File: config.mk
export PLATFORM = sky130hd
export DESIGN_NAME = tea_decrypt_core
export DESIGN_NICKNAME = d
export VERILOG_FILES = /design/src/rtl/tea_pkg.sv /design/src/rtl/tea_f.sv /design/src/rtl/tea_decrypt_core.sv
export SDC_FILE = /design/constraint.sdc
export NUM_CORES = 1
export LEC_CHECK = 0
export CAP_MARGIN = 20
export CELL_PAD_IN_SITES_DETAIL_PLACEMENT = 1
export CELL_PAD_IN_SITES_GLOBAL_PLACEMENT = 1
export CORE_ASPECT_RATIO = 1.5
export CORE_MARGIN = 1
export CORE_UTILIZATION = 40
export CTS_BUF_LIST = sky130_fd_sc_hd__clkbuf_16
export CTS_CLUSTER_DIAMETER = 100
export DETAILED_ROUTE_END_ITERATION = 8
export PLACE_DENSITY_LB_ADDON = 0.1
export SYNTH_ARGS = -nofsm -noshare
export SYNTH_HDL_FRONTEND = slang
export SYNTH_SLANG_ARGS = --single-unit
File: constraint.sdc
create_clock -name clk -period 6.9 [get_ports clk]
set_input_delay 0.69 -clock clk [delete_from_list [all_inputs] [get_ports clk]]
set_output_delay 0.69 -clock clk [all_outputs]
set_load 0.03 [all_outputs]
File: src/rtl/tea_pkg.sv
// Shared TEA definitions: key-schedule constant, FSM encoding and key word layout.
// Used by the iterative decryptor and intended for reuse by the pipelined encryptor.
package tea_pkg;

   localparam logic [31:0] TEA_DELTA = 32'h9E3779B9;

   // FSM encoding
   localparam logic [1:0] ST_IDLE    = 2'd0;
   localparam logic [1:0] ST_V1_STEP = 2'd1;
   localparam logic [1:0] ST_V0_STEP = 2'd2;
   localparam logic [1:0] ST_DONE    = 2'd3;

   // 32-bit word index of each key word inside the 128-bit key bus
   localparam int unsigned KEY_K0 = 0;
   localparam int unsigned KEY_K1 = 1;
   localparam int unsigned KEY_K2 = 2;
   localparam int unsigned KEY_K3 = 3;

   // Final schedule sum of an encryption, i.e. the starting sum for decryption.
   function automatic logic [31:0] tea_sum_init(input int unsigned rounds,
                                                input logic [31:0] delta = TEA_DELTA);
      logic [63:0] prod;
      prod = 64'(rounds) * 64'(delta);
      return prod[31:0];
   endfunction

endpackage

File: src/rtl/tea_f.sv
// TEA round function F(x, ka, kb, s) = ((x << 4) + ka) ^ (x + s) ^ ((x >> 5) + kb), mod 2^32.
module tea_f (
   input  logic [31:0] x,
   input  logic [31:0] ka,
   input  logic [31:0] kb,
   input  logic [31:0] s,
   output logic [31:0] f
);

   logic [31:0] t_hi;
   logic [31:0] t_mid;
   logic [31:0] t_lo;

   always_comb begin
      t_hi  = (x << 4) + ka;
      t_mid = x + s;
      t_lo  = (x >> 5) + kb;
      f     = t_hi ^ t_mid ^ t_lo;
   end

endmodule

File: src/rtl/tea_decrypt_core.sv
// Iterative TEA block decryptor: one half-round per clock, valid/ready on both sides.
// A single shared tea_f evaluates whichever half-round the FSM is in.
module tea_decrypt_core
   import tea_pkg::*;
#(
   parameter int unsigned  ROUNDS = 32,
   parameter logic [31:0]  DELTA  = TEA_DELTA
) (
   input  logic          clk,
   input  logic          resetn,
   input  logic          in_valid,
   output logic          in_ready,
   input  logic [31:0]   in_v0,
   input  logic [31:0]   in_v1,
   input  logic [127:0]  in_key,
   output logic          out_valid,
   input  logic          out_ready,
   output logic [31:0]   out_v0,
   output logic [31:0]   out_v1,
   output logic          busy
);

   localparam logic [31:0] SUM_INIT = tea_sum_init(ROUNDS, DELTA);
   localparam logic [5:0]  RND_INIT = 6'(ROUNDS - 1);

   logic [1:0]  state_q, state_d;
   logic [31:0] v0_q, v0_d;
   logic [31:0] v1_q, v1_d;
   logic [31:0] sum_q, sum_d;
   logic [31:0] k0_q, k0_d;
   logic [31:0] k1_q, k1_d;
   logic [31:0] k2_q, k2_d;
   logic [31:0] k3_q, k3_d;
   logic [5:0]  rnd_q, rnd_d;
   logic [31:0] out_v0_q, out_v0_d;
   logic [31:0] out_v1_q, out_v1_d;

   logic [31:0] f_x;
   logic [31:0] f_ka;
   logic [31:0] f_kb;
   logic [31:0] f_val;

   // V1_STEP mixes v0 into v1 with (k2, k3); V0_STEP mixes the fresh v1 into v0 with (k0, k1).
   always_comb begin
      if (state_q == ST_V0_STEP) begin
         f_x  = v1_q;
         f_ka = k0_q;
         f_kb = k1_q;
      end else begin
         f_x  = v0_q;
         f_ka = k2_q;
         f_kb = k3_q;
      end
   end

   tea_f u_tea_f (
      .x  (f_x),
      .ka (f_ka),
      .kb (f_kb),
      .s  (sum_q),
      .f  (f_val)
   );

   always_comb begin
      state_d  = state_q;
      v0_d     = v0_q;
      v1_d     = v1_q;
      sum_d    = sum_q;
      k0_d     = k0_q;
      k1_d     = k1_q;
      k2_d     = k2_q;
      k3_d     = k3_q;
      rnd_d    = rnd_q;
      out_v0_d = out_v0_q;
      out_v1_d = out_v1_q;

      case (state_q)
         ST_IDLE: begin
            if (in_valid) begin
               v0_d    = in_v0;
               v1_d    = in_v1;
               k0_d    = in_key[KEY_K0*32 +: 32];
               k1_d    = in_key[KEY_K1*32 +: 32];
               k2_d    = in_key[KEY_K2*32 +: 32];
               k3_d    = in_key[KEY_K3*32 +: 32];
               sum_d   = SUM_INIT;
               rnd_d   = RND_INIT;
               state_d = ST_V1_STEP;
            end
         end
         ST_V1_STEP: begin
            v1_d    = v1_q - f_val;
            state_d = ST_V0_STEP;
         end
         ST_V0_STEP: begin
            v0_d  = v0_q - f_val;
            sum_d = sum_q - DELTA;
            if (rnd_q == 6'd0) begin
               // Output registers only change here, so they hold across IDLE.
               out_v0_d = v0_d;
               out_v1_d = v1_q;
               state_d  = ST_DONE;
            end else begin
               rnd_d   = rnd_q - 6'd1;
               state_d = ST_V1_STEP;
            end
         end
         ST_DONE: begin
            if (out_ready) begin
               state_d = ST_IDLE;
            end
         end
         default: state_d = ST_IDLE;
      endcase
   end

   always_ff @(posedge clk or negedge resetn) begin
      if (!resetn) begin
         state_q  <= ST_IDLE;
         v0_q     <= '0;
         v1_q     <= '0;
         sum_q    <= '0;
         k0_q     <= '0;
         k1_q     <= '0;
         k2_q     <= '0;
         k3_q     <= '0;
         rnd_q    <= '0;
         out_v0_q <= '0;
         out_v1_q <= '0;
      end else begin
         state_q  <= state_d;
         v0_q     <= v0_d;
         v1_q     <= v1_d;
         sum_q    <= sum_d;
         k0_q     <= k0_d;
         k1_q     <= k1_d;
         k2_q     <= k2_d;
         k3_q     <= k3_d;
         rnd_q    <= rnd_d;
         out_v0_q <= out_v0_d;
         out_v1_q <= out_v1_d;
      end
   end

   assign in_ready  = (state_q == ST_IDLE);
   assign out_valid = (state_q == ST_DONE);
   assign busy      = (state_q == ST_V1_STEP) || (state_q == ST_V0_STEP);
   assign out_v0    = out_v0_q;
   assign out_v1    = out_v1_q;

endmodule

# After elaboration in Yosys (flattened, before gate mapping)
# Index checks and enable logic that the tools add are counted.
[totals]
register_bits = 296
output_inout_bits = 67
in_bits = 196
[classes]
reduce_logical = 11
eq_ne = 6
n_mux = 16
n_addsub = 7
bitwise = 2
[ops]
columns = ["cell", "n"]
rows = [
  ["32-bit two-way mux", 6],
  ["32-bit one-hot mux with 2 select lines", 3],
  ["32-bit adder", 2],
  ["32-bit subtractor", 2],
  ["32-bit bitwise XOR", 2],
  ["27-bit by 32-bit adder with 32-bit output", 1],
  ["32-bit subtractor, second input constant", 1],
  ["6-bit two-way mux", 2],
  ["6-bit one-hot mux with 2 select lines", 1],
  ["2-bit AND reduction", 5],
  ["2-bit one-hot mux with 4 select lines", 1],
  ["6-bit logical NOT", 1],
  ["2-bit two-way mux", 3],
  ["6-bit by 1-bit subtractor with 6-bit output, second input constant", 1],
  ["2-bit == test, second input constant", 2],
  ["2-bit inequality test, second input constant", 2],
  ["2-bit nonzero test", 2],
  ["3-bit AND reduction", 1],
  ["2-bit by 1-bit == test with 1-bit output, second input constant", 1],
  ["2-bit logical NOT", 1],
  ["2-bit by 1-bit inequality test with 1-bit output, second input constant", 1],
  ["1-bit logical OR", 1],
]

# Logic depth before layout (Yosys ltp)
[depth]
depth_word = 7
depth_mapped = 35
depth_no_buf = 32

# Modules after synthesis
# From an unflattened synthesis, not the netlist that was laid out.
[hier_totals]
cells_unflattened = 2161
area_unflattened_um2 = 21415.5
[by_module_without_submodules]
columns = ["module", "cells_each", "instances", "seq_area_each_um2", "area_per_inst_um2"]
rows = [
  ["tea_decrypt_core", 1534, 1, 7407.1, 16490.8],
  ["tea_f", 627, 1, 0.0, 4924.7],
]

# Least setup slack after synthesis
# OpenSTA, ideal clock, no wires.
[synth_timing]
path_kind = "register to register"
startpoint = "reg state_q[0]"
endpoint = "reg v1_q[31]"
path_stages_with_launch = 34
arrival_ns = 7.477
required_ns = 6.767
synth_period_minus_slack_ns = 7.610
setup_slack_ns = -0.710
setup_time_ns = 0.133
path_cell_list = "dfrtp_1 inv_1 ha_1 buf_1 clkbuf_1 clkbuf_1 mux2_2 ha_1 inv_1 fa_1 xor2_1 xnor2_1 xnor2_1 xnor2_1 ha_1 o21ai_0 a21oi_1 o41a_1 a31o_2 maj3_1 maj3_1 o2111ai_1 a31oi_1 o31ai_1 a31oi_1 o211ai_1 a2111oi_0 nor4b_1 o211a_1 o31a_1 o311ai_0 xnor2_1 nand3_1 o211ai_1"
[synth_via]
elab_chain_len = 7
[synth_lines]
columns = ["item", "line", "rtl"]
rows = [
  ["start: declaration", "tea_decrypt_core.sv:26", "logic [1:0] state_q, state_d;"],
  ["start signal: assignment", "tea_decrypt_core.sv:131", "state_q <= state_d;"],
  ["2-bit == test", "tea_decrypt_core.sv:45", "if (state_q == ST_V0_STEP) begin"],
  ["32-bit two-way mux", "tea_decrypt_core.sv:45", ""],
  ["32-bit adder, on equally long branches", "tea_f.sv:15, tea_f.sv:16", ""],
  ["32-bit bitwise XOR (2 in series)", "tea_f.sv:18", "f = t_hi ^ t_mid ^ t_lo;"],
  ["32-bit subtractor", "tea_decrypt_core.sv:92", "v1_d = v1_q - f_val;"],
  ["32-bit one-hot mux with 2 select lines", "tea_decrypt_core.sv:77", "case (state_q)"],
  ["end signal: assignment", "tea_decrypt_core.sv:133", "v1_q <= v1_d;"],
  ["end: declaration", "tea_decrypt_core.sv:28", "logic [31:0] v1_q, v1_d;"],
]
# Several ways; a longest one is shown, not always the timed one.
# A chain may end at the register's enable or synchronous reset.

# Worst setup path in the final report
[layout_timing]
startpoint = "reg state_q[1]"
endpoint = "reg out_v0_q[31], in the netlist out_v0[31]"
[layout_via]
elab_chain_len = 6
[layout_lines]
columns = ["item", "line", "rtl"]
rows = [
  ["2-bit == test (*)", "tea_decrypt_core.sv:45, tea_decrypt_core.sv:77", ""],
  ["32-bit two-way mux", "tea_decrypt_core.sv:45", ""],
  ["32-bit adder, on equally long branches", "tea_f.sv:15, tea_f.sv:16", ""],
  ["32-bit bitwise XOR (2 in series)", "tea_f.sv:18", ""],
  ["32-bit subtractor", "tea_decrypt_core.sv:96", "v0_d = v0_q - f_val;"],
  ["end signal: assignment", "tea_decrypt_core.sv:140", "out_v0_q <= out_v0_d;"],
  ["end: declaration", "tea_decrypt_core.sv:35", "logic [31:0] out_v0_q, out_v0_d;"],
]
# Mark *: on every way between the ends. The rest lies on a longest branch, timed or not.

==> flow_metrics.py <==
metrics = {
    "sta": {
        "hold_viol_final": 0,
        "fin_crit_sh": 1.028,
        "slew_violations": 0,
        "max_slew_margin": 0.2409,
        "finClkSkew_ns": 0.01489,
        "period_needed_ns": 7.096,
        "setup_viol": 5,
        "fin_ws_ns": -0.1964,
        "rsz0062_at_grt": "yes",
        "max_freq_mhz": 140.9,
        "worst_slew_pin_slew_ns": 1.139,
    },
    "clocking": {
        "cts_sinks": 296,
        "clock-root-buffer": "clkbuf_16",
        "cts_tree": "yes",
        "clk_pin_slew_ns": 0.07,
        "cts_buffers": 31,
        "clk_latency_ns": 0.61,
        "ctsHtreeMaxLevel": 1,
        "cts_buffer_depth": 3,
    },
    "synthesis": {
        "netlist_instances": 2142,
        "async_reset_ff_frac": 1.000,
        "synth-edff-count": 0,
        "synthFlopType": "dfrtp_1",
        "syn_nets": 2461,
        "ys_seq_area_frac": 0.3569,
        "synth_warnings": 0,
        "synth-seq-cells": 296,
        "ys_types": 84,
        "avgSynthCellArea_um2": 9.689,
        "syn_area_um2": 20750,
    },
    "drt": {
        "drt_iter0_markers": 665,
        "ant_nets": 0,
        "vias": 18190,
        "post-route-drc-count": 0,
        "avgRoutedWirePerCell_um": 20.22,
        "viasPerCell": 5.393,
        "wl_um": 68220,
        "dr.pass1.iters": 5,
    },
    "worst_setup_path": {
        "cp.required_ns": 7.39,
        "cpMostUsedCell": "buf_4",
        "end_kind": "flop",
        "cp_max_fo": 4,
        "start_kind": "flop",
        "cp_slowest_cell": "or4_4",
        "slowest_delay_ns": 0.48,
        "criticalPathCategory": "flop to flop",
        "critPathArrivalTime_ns": 7.58,
    },
    "job": {
        "maxCapViolations": 0,
    },
    "cells_and_area": {
        "final-instance-count-excl-fill": 3373,
        "syn2layout_area_growth_pct": 37.24,
        "layout_commonest_cell": "buf_4",
        "drive_above_1_share": 0.2852,
        "mostFrequentLayoutCells": "328 x buf_4, 295 x dfrtp_1, 261 x clkdlybuf4s50_1, 227 x mux2_2, 165 x nand2_1",
        "fin_nets": 2997,
    },
    "floorplan": {
        "dieArea_um2": 52820,
        "dieWidth_um": 188.0,
        "rows": 101,
        "start_util": 0.4075,
        "die_y_um": 281.0,
        "num_io_pins": 263,
        "core_area_um2": 50930,
    },
    "placement": {
        "dp.cells": 3287,
        "portBuffers": 262,
        "gp_congestion": 0.9118,
        "dp_hpwl_um": 52940,
    },
    "run_status": {
        "status": "finished, violations left",
        "violations": "negative setup slack",
    },
    "grt": {
        "antenna_found_initial": 0,
        "grt_pass1_vias": 19970,
        "grt_pass1_wl_um": 109000,
        "grt_max_degree": 131,
        "grt_use_total": 0.2609,
        "grt_overflow": 0,
    },
    "min_path": {
        "min_path_type": "input port to async pin",
    },
}
-- kinds of logic (layout without fill, tap and decap cells) --
| family | Yosys count | count (layout) | synth area share |
|---|---|---|---|
| xor gates and xnor gates | 236 | 236 | 0.1101 |
| and+or+nand+nor | 474 | 474 | 0.1046 |
| adders and majority gates | 140 | 140 | 0.08422 |
| DFF | 296 | 296 | 0.3569 |
| AOI/OAI and AO/OA | 562 | 562 | 0.1687 |
| other | 0 | 1 | 0 |
| buffers and inverters | 163 | 724 | 0.03008 |
| muxes | 271 | 271 | 0.1455 |
-- state kept, by name, indices dropped and copies added, names as in the netlist --
register / flops
k0_q: 32
k1_q: 32
k2_q: 32
k3_q: 32
out_v0: 32
out_v1: 32
rnd_q: 6
state_q: 2
sum_q: 32
v0_q: 32
v1_q: 32
-- routing by layer --
metal / global-route usage / up-vias / part of all wire
met5: 0 / - / 0
li1: - / 8785 / -
met4: 0.08526 / 0 / 0.031
met3: 0.02498 / 106 / 0.029
met1: 0.3448 / 8982 / 0.46
met2: 0.4455 / 316 / 0.48
-- synthesized netlist by cell type, drive strengths merged (52+ instances only) --
| cell | count | area [um2] |
|---|---|---|
| a21o | 52 | 390.4 |
| clkbuf | 79 | 297.8 |
| nor2 | 125 | 469.2 |
| nand3 | 60 | 300.3 |
| mux2 | 235 | 2646 |
| o21ai | 171 | 855.8 |
| xor2 | 60 | 533.0 |
| xnor2 | 162 | 1434 |
| ha | 118 | 1476 |
| a21oi | 147 | 735.7 |
| dfrtp | 296 | 7407 |
| nand2 | 166 | 623.1 |
| inv | 65 | 246.5 |
-- final timing paths --
path,start,end,slack (ns),depth (start not counted)
worst max-delay path,state_q[1],out_v0[31],-0.20,35
worst min-delay path,resetn,out_v1[4],0.13,1
worst max register to register,state_q[1],out_v0[31],-0.20,35
worst min register to register,out_v1[23],out_v1[23],0.48,2
max in group asynchronous,resetn,k1_q[21],5.31,2
min in group clk,out_v1[23],out_v1[23],0.48,2
-- worst max-delay path: cells and delay by family (launching register included) --
family	cells	cell delay, ns
compound gates	13	2.35
fa+ha+maj	5	1.33
buf+inv	7	1.00
xor+xnor	4	0.81
simple gates	5	0.73
flops	1	0.45
mux	1	0.30
-- timing repair --
item	in CTS	in global routing
pin swaps	67	42
hold buffers	0	0
setup endpoints to repair	17	21
setup buffers	23	6
gates resized for setup	111	60
gates cloned	0	0
-- final cells by class --
cell class,count,area [um2]
fillers,5672,22440
clock buffers,31,775.7
flip-flops and latches,296,7408
clock inverters,27,319.1
multi-input cells,1683,13660
repair buffers,600,5231
well taps,669,837.1
inverters,66,252.7
diodes,1,2.502
-- through the flow --
step           setup TNS, ns  instance area, um2  utilization  worst slack, ns  hold slack, ns
3_3_place_gp          -2.116               26280       0.5159          -0.3351          0.4624
4_1_cts              -0.1867               28150       0.5527         -0.06593          0.1455
5_1_grt               -2.999               28480       0.5593          -0.4588          0.1876
3_5_place_dp          -4.537               26290       0.5162          -0.5596          0.4730
6_report             -0.4543               28480       0.5593          -0.1964          0.1301
2_1_floorplan              0               20850            -         0.005535          0.3944
Power is left out: the tool's default activity adds up to more than one toggle a clock period on the data nets, which glitch-free logic cannot reach.
